==> src/rtl/spi_reg_bank.sv <==
// ---------------------------------------------------------------------------
// spi_reg_bank
//
// SPI-slave register bank. Frames of {addr, data} arrive MSB first on slow,
// asynchronous SPI pins and are oversampled in the i_clk domain. A completed
// frame either writes its register directly or waits in a staging slot until
// a commit strobe. The commit strobe is typically vsync, so that consumers
// only ever see whole register sets change.
//
// Ports
//   i_clk        system clock; the only clock
//   i_reset      synchronous, active-high reset
//   i_sclk       SPI clock (async); MOSI is sampled on its rising edge
//   i_csb        SPI chip select (async), active low
//   i_mosi       SPI data (async), MSB first
//   i_immediate  1 = apply writes directly, 0 = stage until commit
//   i_commit     commit strobe, sampled every cycle (level-safe)
//   o_regs       live register file, register k at [k*REG_W +: REG_W]
//   o_pending    a staged write is waiting for commit
//   o_wr_strobe  one-cycle pulse when a register is written
//   o_wr_addr    address of the last applied write
//   o_frame_err  one-cycle pulse on a short frame or out-of-range address
// ---------------------------------------------------------------------------
module spi_reg_bank #(
    parameter int NUM_REGS    = 8,
    parameter int ADDR_W      = 3,
    parameter int REG_W       = 16,
    parameter int SYNC_STAGES = 2,
    parameter logic [NUM_REGS*REG_W-1:0] RESET_VAL = '0
) (
    input  logic                      i_clk,
    input  logic                      i_reset,
    input  logic                      i_sclk,
    input  logic                      i_csb,
    input  logic                      i_mosi,
    input  logic                      i_immediate,
    input  logic                      i_commit,
    output logic [NUM_REGS*REG_W-1:0] o_regs,
    output logic                      o_pending,
    output logic                      o_wr_strobe,
    output logic [ADDR_W-1:0]         o_wr_addr,
    output logic                      o_frame_err
);

    localparam int FRAME_W = ADDR_W + REG_W;
    localparam int CNT_W   = $clog2(FRAME_W + 1);
    localparam logic [CNT_W-1:0] CNT_LAST = CNT_W'(FRAME_W - 1);
    localparam logic [CNT_W-1:0] CNT_FULL = CNT_W'(FRAME_W);

    // ------------------------------------------------------------------
    // Input synchronisers. All three pins go through the same depth so a
    // MOSI bit stays aligned with the SCLK rise that samples it.
    // ------------------------------------------------------------------
    logic [SYNC_STAGES-1:0] sclk_sync;
    logic [SYNC_STAGES-1:0] csb_sync;
    logic [SYNC_STAGES-1:0] mosi_sync;
    logic                   sclk_prev;

    logic sclk_s;
    logic csb_s;
    logic mosi_s;
    logic sclk_rise;

    assign sclk_s    = sclk_sync[SYNC_STAGES-1];
    assign csb_s     = csb_sync[SYNC_STAGES-1];
    assign mosi_s    = mosi_sync[SYNC_STAGES-1];
    assign sclk_rise = sclk_s & ~sclk_prev;

    // NOTE: every clocked block uses <= so all flops sample pre-edge values;
    // with = the chain would collapse into a single stage in simulation.
    always_ff @(posedge i_clk) begin
        if (i_reset) begin
            sclk_sync <= '0;
            csb_sync  <= '1;
            mosi_sync <= '0;
            sclk_prev <= 1'b0;
        end else begin
            sclk_sync <= {sclk_sync[SYNC_STAGES-2:0], i_sclk};
            csb_sync  <= {csb_sync[SYNC_STAGES-2:0], i_csb};
            mosi_sync <= {mosi_sync[SYNC_STAGES-2:0], i_mosi};
            sclk_prev <= sclk_s;
        end
    end

    // ------------------------------------------------------------------
    // Frame receiver. The counter saturates at FRAME_W, so extra bits in
    // the same csb window are ignored and only one frame is accepted.
    // ------------------------------------------------------------------
    logic [CNT_W-1:0]   bit_cnt;
    logic [FRAME_W-2:0] shift_reg;
    logic [FRAME_W-1:0] frame_word;
    logic [ADDR_W-1:0]  frame_addr;
    logic [REG_W-1:0]   frame_data;
    logic               frame_done;
    logic               addr_ok;

    // Capture slot: a just-completed, address-checked frame plus the mode
    // that was selected when it completed.
    logic              cap_valid;
    logic              cap_imm;
    logic [ADDR_W-1:0] cap_addr;
    logic [REG_W-1:0]  cap_data;

    assign frame_word = {shift_reg, mosi_s};
    assign frame_addr = frame_word[FRAME_W-1 -: ADDR_W];
    assign frame_data = frame_word[REG_W-1:0];
    assign frame_done = sclk_rise & ~csb_s & (bit_cnt == CNT_LAST);
    assign addr_ok    = int'(frame_addr) < NUM_REGS;

    always_ff @(posedge i_clk) begin
        if (i_reset) begin
            bit_cnt     <= '0;
            shift_reg   <= '0;
            cap_valid   <= 1'b0;
            cap_imm     <= 1'b0;
            cap_addr    <= '0;
            cap_data    <= '0;
            o_frame_err <= 1'b0;
        end else begin
            cap_valid   <= 1'b0;
            o_frame_err <= 1'b0;
            if (csb_s) begin
                // The counter is held at zero while csb is high, so a
                // non-zero, non-full count here means csb just rose early.
                bit_cnt <= '0;
                if (bit_cnt != '0 && bit_cnt != CNT_FULL) begin
                    o_frame_err <= 1'b1;
                end
            end else if (sclk_rise && bit_cnt != CNT_FULL) begin
                bit_cnt   <= bit_cnt + CNT_W'(1);
                shift_reg <= frame_word[FRAME_W-2:0];
                if (frame_done) begin
                    if (addr_ok) begin
                        cap_valid <= 1'b1;
                        cap_imm   <= i_immediate;
                        cap_addr  <= frame_addr;
                        cap_data  <= frame_data;
                    end else begin
                        o_frame_err <= 1'b1;
                    end
                end
            end
        end
    end

    // ------------------------------------------------------------------
    // Register file, staging slot and commit.
    // ------------------------------------------------------------------
    logic [REG_W-1:0]  regs [NUM_REGS];
    logic [ADDR_W-1:0] pend_addr;
    logic [REG_W-1:0]  pend_data;

    // NOTE: the register file is reset because it must come up holding
    // RESET_VAL; it is a small flop bank, not a RAM, so this is cheap.
    always_ff @(posedge i_clk) begin
        if (i_reset) begin
            for (int k = 0; k < NUM_REGS; k++) begin
                regs[k] <= RESET_VAL[k*REG_W +: REG_W];
            end
            pend_addr   <= '0;
            pend_data   <= '0;
            o_pending   <= 1'b0;
            o_wr_strobe <= 1'b0;
            o_wr_addr   <= '0;
        end else begin
            o_wr_strobe <= 1'b0;

            // The commit reads the old slot contents, so a frame arriving
            // on the same edge is staged behind it and o_pending stays set.
            if (i_commit && o_pending) begin
                regs[pend_addr] <= pend_data;
                o_wr_strobe     <= 1'b1;
                o_wr_addr       <= pend_addr;
                o_pending       <= 1'b0;
            end

            if (cap_valid) begin
                if (cap_imm) begin
                    // Direct writes bypass the staging slot, so a pending
                    // write survives a switch to immediate mode.
                    regs[cap_addr] <= cap_data;
                    o_wr_strobe    <= 1'b1;
                    o_wr_addr      <= cap_addr;
                end else begin
                    pend_addr <= cap_addr;
                    pend_data <= cap_data;
                    o_pending <= 1'b1;
                end
            end
        end
    end

    // NOTE: o_regs gets a full default before the loop so no path through
    // this block can leave a bit unassigned and infer a latch.
    always_comb begin
        o_regs = '0;
        for (int k = 0; k < NUM_REGS; k++) begin
            o_regs[k*REG_W +: REG_W] = regs[k];
        end
    end

endmodule

==> config.mk <==
export PLATFORM = sky130hd
export DESIGN_NAME = spi_reg_bank
export DESIGN_NICKNAME = d
export VERILOG_FILES = /design/src/rtl/spi_reg_bank.sv
export SDC_FILE = /design/constraint.sdc
export NUM_CORES = 1
export LEC_CHECK = 0
export CAP_MARGIN = 20
export CORE_UTILIZATION = 45
export DETAILED_ROUTE_END_ITERATION = 10
export DONT_BUFFER_PORTS = 1
export GPL_TIMING_DRIVEN = 0
export PLACE_DENSITY = 0.61
export SKIP_CTS_REPAIR_TIMING = 1
export SYNTH_ARGS = -nofsm -noshare
export SYNTH_HDL_FRONTEND = slang
export SYNTH_SLANG_ARGS = --single-unit
==> constraint.sdc <==
create_clock -name i_clk -period 3.4 [get_ports i_clk]
set_input_delay 0.34 -clock i_clk [delete_from_list [all_inputs] [get_ports i_clk]]
set_output_delay 0.34 -clock i_clk [all_outputs]
set_load 0.005 [all_outputs]
* Yosys cells after proc, flatten, opt, wreduce, memory -nomap -nowiden
Memories as Yosys holds them, arrays and structs flattened.
Index checks and enable logic that the tools add are counted.
** Word-level totals
- Flip-flop bits (word level) :: 76
- RAM bits :: 128
- Input port bits :: 7
- Logic and storage cells :: 64
- Memories kept :: 1
** Cells by class
- Add/sub/neg operators :: 1
- Eq/ne operators :: 2
- Mux-type cells :: 25
- Bitwise logic cells :: 7
- Reduce and logical (&&, ||, !) cells :: 12
** Memory list
- regs :: words 8, bits a word 16, rd ports 8, clocked after memory_dff 0, wr ports 8, RTL line 149 : logic [REG_W-1:0] regs [NUM_REGS];
** Operators by type and width (count)
- two-way mux 16 bit :: 2
- OR reduction 16 bit :: 2
- two-way mux 1 bit :: 18
- two-way mux 3 bit :: 5
- adder 5 x 1 -> 5 bit (second input constant) :: 1
- == test 5 bit (second input constant) :: 1
- != test 5 bit (second input constant) :: 1
- nonzero test 5 bit :: 1
- NOT 1 bit :: 4
- AND reduction 2 bit :: 2
- OR reduction 2 bit :: 2
- bitwise AND 1 bit :: 3
- logical AND 1 bit :: 3
- AND reduction 3 bit :: 1
- OR reduction 3 bit :: 1

* Depth between registers and ports, before layout
Gate-level depths: netlist of the first run.
- Depth after elaboration :: 6
- Mapped depth :: 7
- Depth with buffers taken out :: 5

* Worst setup path after synthesis of the first run
Ideal clock, no wire load.
- Path type :: register -> register
- Start point :: register o_pending
- End point :: memory regs[5][0], enable pin
- Library setup time :: 0.376 ns
- Arrival time :: 1.699 ns
- Required time :: 3.024 ns
- Path slack :: 1.325 ns
- Stages on the path, launching flop included :: 7
- Buffers on the path :: 3
- Period minus slack after synthesis :: 2.075 ns
- Cells stage by stage :: dfxtp_1 > buf_2 > and4bb_2 > clkbuf_1 > buf_2 > nand3_1 > nand3b_1
** RTL lines
- start, declared :: RTL line 39 : output logic o_pending,
- start signal, assigned :: RTL line 162 : o_pending <= 1'b0;
- start signal, assigned :: RTL line 174 : o_pending <= 1'b0;
- start signal, assigned :: RTL line 187 : o_pending <= 1'b1;
- end, declared :: RTL line 149

==> metrics.txt, run 1 <==
status=finished, final reports clean; CP cell instances=buf_2 -> and4bb_2 -> clkbuf_1 -> buf_2 -> nand3_1 -> nand3b_1; cell count after synthesis=888; Synthesized Nets=898; sequential area share after synthesis=56.62%; Min-Delay Endpoint=cap_imm; Die H=147.1 um; Avg Vias per Cell=between 5 and 6; htree depth=1; total grt overflow=0; met1 Use GR=35.60%; TritonCTS Buffers=23; Synth Warn #=0; Reg-to-Reg Start=o_pending; # diodes=0; Slew Viols, Final=0; Place WS=767.5 ps; pin count of the biggest net entering global routing=17; Worst Skew=9.410 ps; Worst EP arrival=2810 ps; initial antenna violation count=0; placed instance area=9813 um^2; share of flip-flops with an asynchronous set or reset=0%; Final min period=between 2000 and 3000 ps; Die X=147.1 um; Worst EP required=between 3000 and 4000 ps; critical path fanouts, max=16; Max Freq=372.3 MHz; share of cells above drive strength 1=16.63%; most used cell, CP=buf_2; ranking of synthesized cells by area=edfxtp_1 41%, dfxtp_1 16%, mux2_2 9.5%, nand3_1 8.3%, o21ai_0 3.6%; Hold Crit Class=primary input to register; Initial DRC Count=about 740; final setup margin=714.0 ps; Fillers=1866; Clock Root Buffer=clkbuf_16; via count of the first global-routing pass=6625; Final Hold Viols=0; post-synth cell types=just over 50; worst-case reg-to-reg path depth=6; R2R Setup Slk=710 ps; met3 Use GR=4.720%; critical path class=register to register; clock latency at the later pin of the worst-skew pair=approximately 500 ps; gr usage total=25.15%; drt wl/cell=23.01 um; Core Footprint=20430 um^2; Setup TNS Final=0 ps; ANT nets after route=0; Primary FF master, synth=edfxtp_1; Finished Cell Area=around 11000 um^2; pwr/cell area=around 480 nW/um^2; Mean Syn Cell Area=10.67 um^2; RSZ-0062 raised after global routing=no; Max IR drop VDD=0.0003763 V; first-pass GRT wire length=40.93 mm; drt total wl=about 28 mm; EDFF count, synth=128; GR Layer Usage met2=38.02%; reg2reg end=regs[5][2]; top-area cell type share of the netlist area=between 40% and 50%; Syn Std Cell Area=~9500 um^2; CTS tree=yes; row cnt=52; clock sink total=204; area taken by multi-input logic gates=3635 um^2; fin nets=926; via count=about 7.2k; register area=5365 um^2; Worst-Margin Slew=963.9 ps; Die ar.=roughly 22000 um^2; final setup vio count=0; num ports=141; P&R area growth vs syn=11.20%; slowest stage cell, crit path=nand3b_1; Setup crit end kind=register; final period utilization=about 79%; Critical path buffers and inverters=3; Slew headroom=35.74%; most frequent cells after synthesis=158 x nand3_1, 128 x edfxtp_1, 80 x mux2_2; DRC Markers=0; Min-Delay Path Depth=2; cell family with most CP delay=simple AND/OR/NAND/NOR gates; Most Crowded Layer GR=met2; Hold Startpoint=i_immediate; Lkg Pwr=~0.0037 uW; number of port buffers=0; DP HPWL=17.99 mm; Reg clk slew, reported paths=60 ps; max incr delay on CP=630 ps; top-count cell post-synth=nand3_1; synthesis-stage register bit count=204; Worst setup SP type=register; number of max-cap violations=0; largest area contributor in the netlist=edfxtp_1; Max Root-Sink Buffers=3; max reg flops=about 130; drt pass-1 iters=5; GPL Wtd Cong=0.8368; Starting Density=about 46%
metal layers:
layer | share of wire, % | up-vias
met1 | 44 | 3437
met4 | 3.7 | 0
met5 | 0 | -
li1 | - | 3314
met2 | 45 | 377
met3 | 8.0 | 66
metrics by stage:
stage / power [uW] / hold slack [ps] / instances / utilization, %
finish: 5109 / 10.94 / 1202 / 51.57
global route: 5232 / 10.59 / 1202 / 51.57
CTS: 5145 / -77.99 / 1199 / 51.43
detailed placement: 2841 / 397.1 / 1158 / 48.03
global placement: 2839 / 410.1 / 1158 / 48.03
floorplan: 2802 / 389.5 / 888 / -
power by group:
part           switching (uW)  internal, uW
registers                37.6          2680
clock network             973          1340
logic                    56.6          15.0
kinds of logic after synthesis:
family	share of synthesized area (%)
AOI/OAI and AO/OA	9.257
adders and majority gates	0.3962
and+or+nand+nor	19.09
muxes	9.613
buffers and inverters	5.018
DFF	56.62
layout by cell type (no fill, tap or decap), drive strengths merged, types with 3 or more instances in the layout:
| master | count |
|---|---|
| buf | 31 |
| and2 | 4 |
| edfxtp | 128 |
| clkinvlp | 4 |
| nor2b | 10 |
| a211o | 4 |
| and3 | 48 |
| nor2 | 38 |
| clkinv | 4 |
| nand3 | 158 |
| o21ai | 89 |
| a21oi | 63 |
| ha | 3 |
| and4bb | 4 |
| or2 | 3 |
| nor3b | 3 |
| nand2 | 47 |
| mux2 | 80 |
| nand2b | 3 |
| dlygate4sd3 | 3 |
| dfxtp | 76 |
| inv | 3 |
| a311oi | 3 |
| clkbuf | 99 |
| nand4bb | 3 |
cell type report:
cell class                 instances  area share, %
buffer                            98          4.406
clock buffer                      32          5.878
clock inverter                     9         0.7006
inverter                           3         0.1069
multi-input combinational        583          34.50
sequential                       204          50.92
tap                              270          3.206
timing repair buffer               3         0.2850
worst max-delay path by stage:
| stage | startpoint | to | slack, ps | depth (start not counted) |
|---|---|---|---|---|
| 2_1_floorplan | i_commit | regs[5][0] | 1330 | 6 |
| 3_3_place_gp | o_pending | regs[5][11] | 800 | 6 |
| 3_5_place_dp | o_pending | regs[5][8] | 770 | 6 |
| 4_1_cts | o_pending | regs[5][4] | 740 | 6 |
| 5_1_grt | o_pending | regs[5][4] | 510 | 6 |
| 6_report | o_pending | regs[5][2] | 710 | 6 |
Note: power is estimated with default switching activity, not from simulation.
==> run 2: changes to the inputs <==
Settings changed: PLACE_DENSITY 0.61 to 0.63.
Clock period 3.4 ns to 2.25 ns, I/O delays scaled along.
==> metrics.txt, run 2 (synthesized netlist as in run 1, its figures left out) <==
share of cells above drive strength 1=18.11% (+1.5 points); Hold Crit Class=primary input to register; Reg-to-Reg Start=o_pending; number of port buffers=0 (unchanged); critical path class=register to register; TritonCTS Buffers=22 (-4.3%); GPL Wtd Cong=0.8558 (+2.3%); Initial DRC Count=714 (-4.0%); pin count of the biggest net entering global routing=17 (unchanged); CTS tree=yes; Placed Instances=1158 (unchanged); drt total wl=27.19 mm (-1.7%); worst-case reg-to-reg path depth=7 (+1); drt wl/cell=22.60 um (-1.8%); htree depth=1 (unchanged); reg2reg end=regs[5][9]; status=finished, final reports clean; initial antenna violation count=0 (unchanged); Slew Viols, Final=0 (unchanged); Fillers=1880 (+0.75%); DRC Markers=0 (unchanged); Avg Vias per Cell=5.938 (-0.78%); P&R area growth vs syn=12.50%; Min-Delay Path Depth=3 (+1); clock sink total=204 (unchanged); Die H=147.1 um (unchanged); most frequent cells in the layout=158 x nand3_1, 128 x edfxtp_1, 80 x mux2_2; final setup vio count=0 (unchanged); Worst-Margin Slew=1011 ps (+47.26 ps); num ports=141 (unchanged); Final min period=2189 ps (-496.6 ps); via count of the first global-routing pass=6661 (+0.54%); Starting Density=46.38% (unchanged); number of max-cap violations=0 (unchanged); DP HPWL=18.14 mm (+0.80%); fin cells=1203 (+0.083%); Worst EP arrival=2400 ps (-410 ps); fin nets=927 (+0.11%); row cnt=52 (unchanged); Lkg Pwr=0.003818 uW (+1.9%); pwr/cell area=744.4 nW/um^2 (+54%); Min-Delay Endpoint=o_wr_addr[1]; Max IR drop VDD=0.0004677 V (+24%); first-pass GRT wire length=40.38 mm (-1.3%); ANT nets after route=0 (unchanged); Core Footprint=20430 um^2 (unchanged); Worst setup SP type=register; gr usage total=24.61% (-0.53 points); clock latency at the later pin of the worst-skew pair=500 ps (about the same); Worst EP required=2460 ps (-1070 ps); RSZ-0062 raised after global routing=yes; Worst Skew=8.504 ps (-0.9053 ps); Pwr Total=7936 uW (+55%); Clock Root Buffer=clkbuf_16; most common library cell in the layout ignoring fill and taps=nand3_1; Die ar.=21640 um^2 (unchanged); Max Freq=456.8 MHz (+23%); via count=7144 (-0.70%); Final Hold Viols=0 (unchanged); final period utilization=97.30% (+18 points); total grt overflow=0 (unchanged); # diodes=0 (unchanged); Max Root-Sink Buffers=3 (unchanged); Reg clk slew, reported paths=60 ps (about the same); Die X=147.1 um (unchanged); max reg flops=128 (unchanged); Slew headroom=32.59% (-3.2 points); Hold Startpoint=i_commit; Setup crit end kind=register; critical path fanouts, max=16 (unchanged); R2R Setup Slk=60 ps (-650 ps); drt pass-1 iters=8 (+3)
run 2: cell types whose count changed in the layout (fill, tap and decap cells not counted), moves of 2 or more:
cell and delta:
clkinv_1 -2, a211o_4 +2, clkbuf_16 +2, a221o_1 -2, o21ai_0 -2, a211o_1 -4, clkinvlp_2 -3, clkinv_2 +4
a221o_2 +2, a211o_2 +2, clkbuf_8 +3, clkbuf_1 -5, o21ai_1 +2
run 2: final cells by class:
type | count | area (um^2) | share of cell area, %
flip-flops and latches | 204 | 5365 | 50.33
well taps | 270 | 337.8 | 3.169
repair buffers | 5 | 60.06 | 0.5634
multi-input cells | 583 | 3659 | 34.32
inverters | 3 | 11.26 | 0.1056
clock inverters | 7 | 63.81 | 0.5986
clock buffers | 33 | 695.7 | 6.526
plain buffers | 98 | 467.9 | 4.390
run 2: metrics by stage:
step / setup TNS [ps] / hold WS (ps) / cell area, um^2 / utilization (%) / setup slack, ps
5_1_grt: -1310 / 92.19 / 10660 / 52.18 / -35.81
4_1_cts: -22100 / -186.8 / 10570 / 51.75 / -425.5
3_5_place_dp: -20530 / 334.1 / 9813 / 48.03 / -408.8
2_1_floorplan: 0 / 328.8 / 9475 / - / 175.4
6_report: 0 / 89.09 / 10660 / 52.18 / 60.66
3_3_place_gp: -19480 / 330.6 / 9813 / 48.03 / -361.7
run 2: routing by layer:
| metal | part of all wire (%) | vias to the layer above | global-route usage [%] |
|---|---|---|---|
| li1 | - | 3312 | - |
| met2 | 45 | 362 | 38.25 |
| met5 | 0 | - | 0 |
| met3 | 8.5 | 72 | 5.435 |
| met1 | 42 | 3398 | 33.44 |
| met4 | 3.9 | 0 | 9.742 |
run 2: power by group:
| group | internal, uW | total [uW] | leakage (uW) | switching (uW) |
|---|---|---|---|---|
| combinational | 30.3 | 118 | 0.00150 | 87.3 |
| clock | 2250 | 3710 | 0.000379 | 1460 |
| sequential | 4050 | 4110 | 0.00193 | 55.8 |
| total | 6330 | 7940 | 0.00382 | 1600 |
run 2: worst max path at each step:
stage,slack [ps],to,start,cells after the start
4_1_cts,-430,regs[5][1],o_pending,6
6_report,60,regs[5][9],o_pending,7
3_3_place_gp,-360,regs[5][9],o_pending,6
5_1_grt,-40,regs[5][1],o_pending,7
2_1_floorplan,180,regs[5][0],o_pending,6
3_5_place_dp,-410,regs[5][8],o_pending,6
run 2: critical path, stage by stage, from the launching register on:
cell and delay [ps]:
dfxtp_1 360, buf_2 200, and4bb_2 370, clkbuf_2 230, clkbuf_4 250, nand3_1 90
nand3b_1 200, buf_12 180
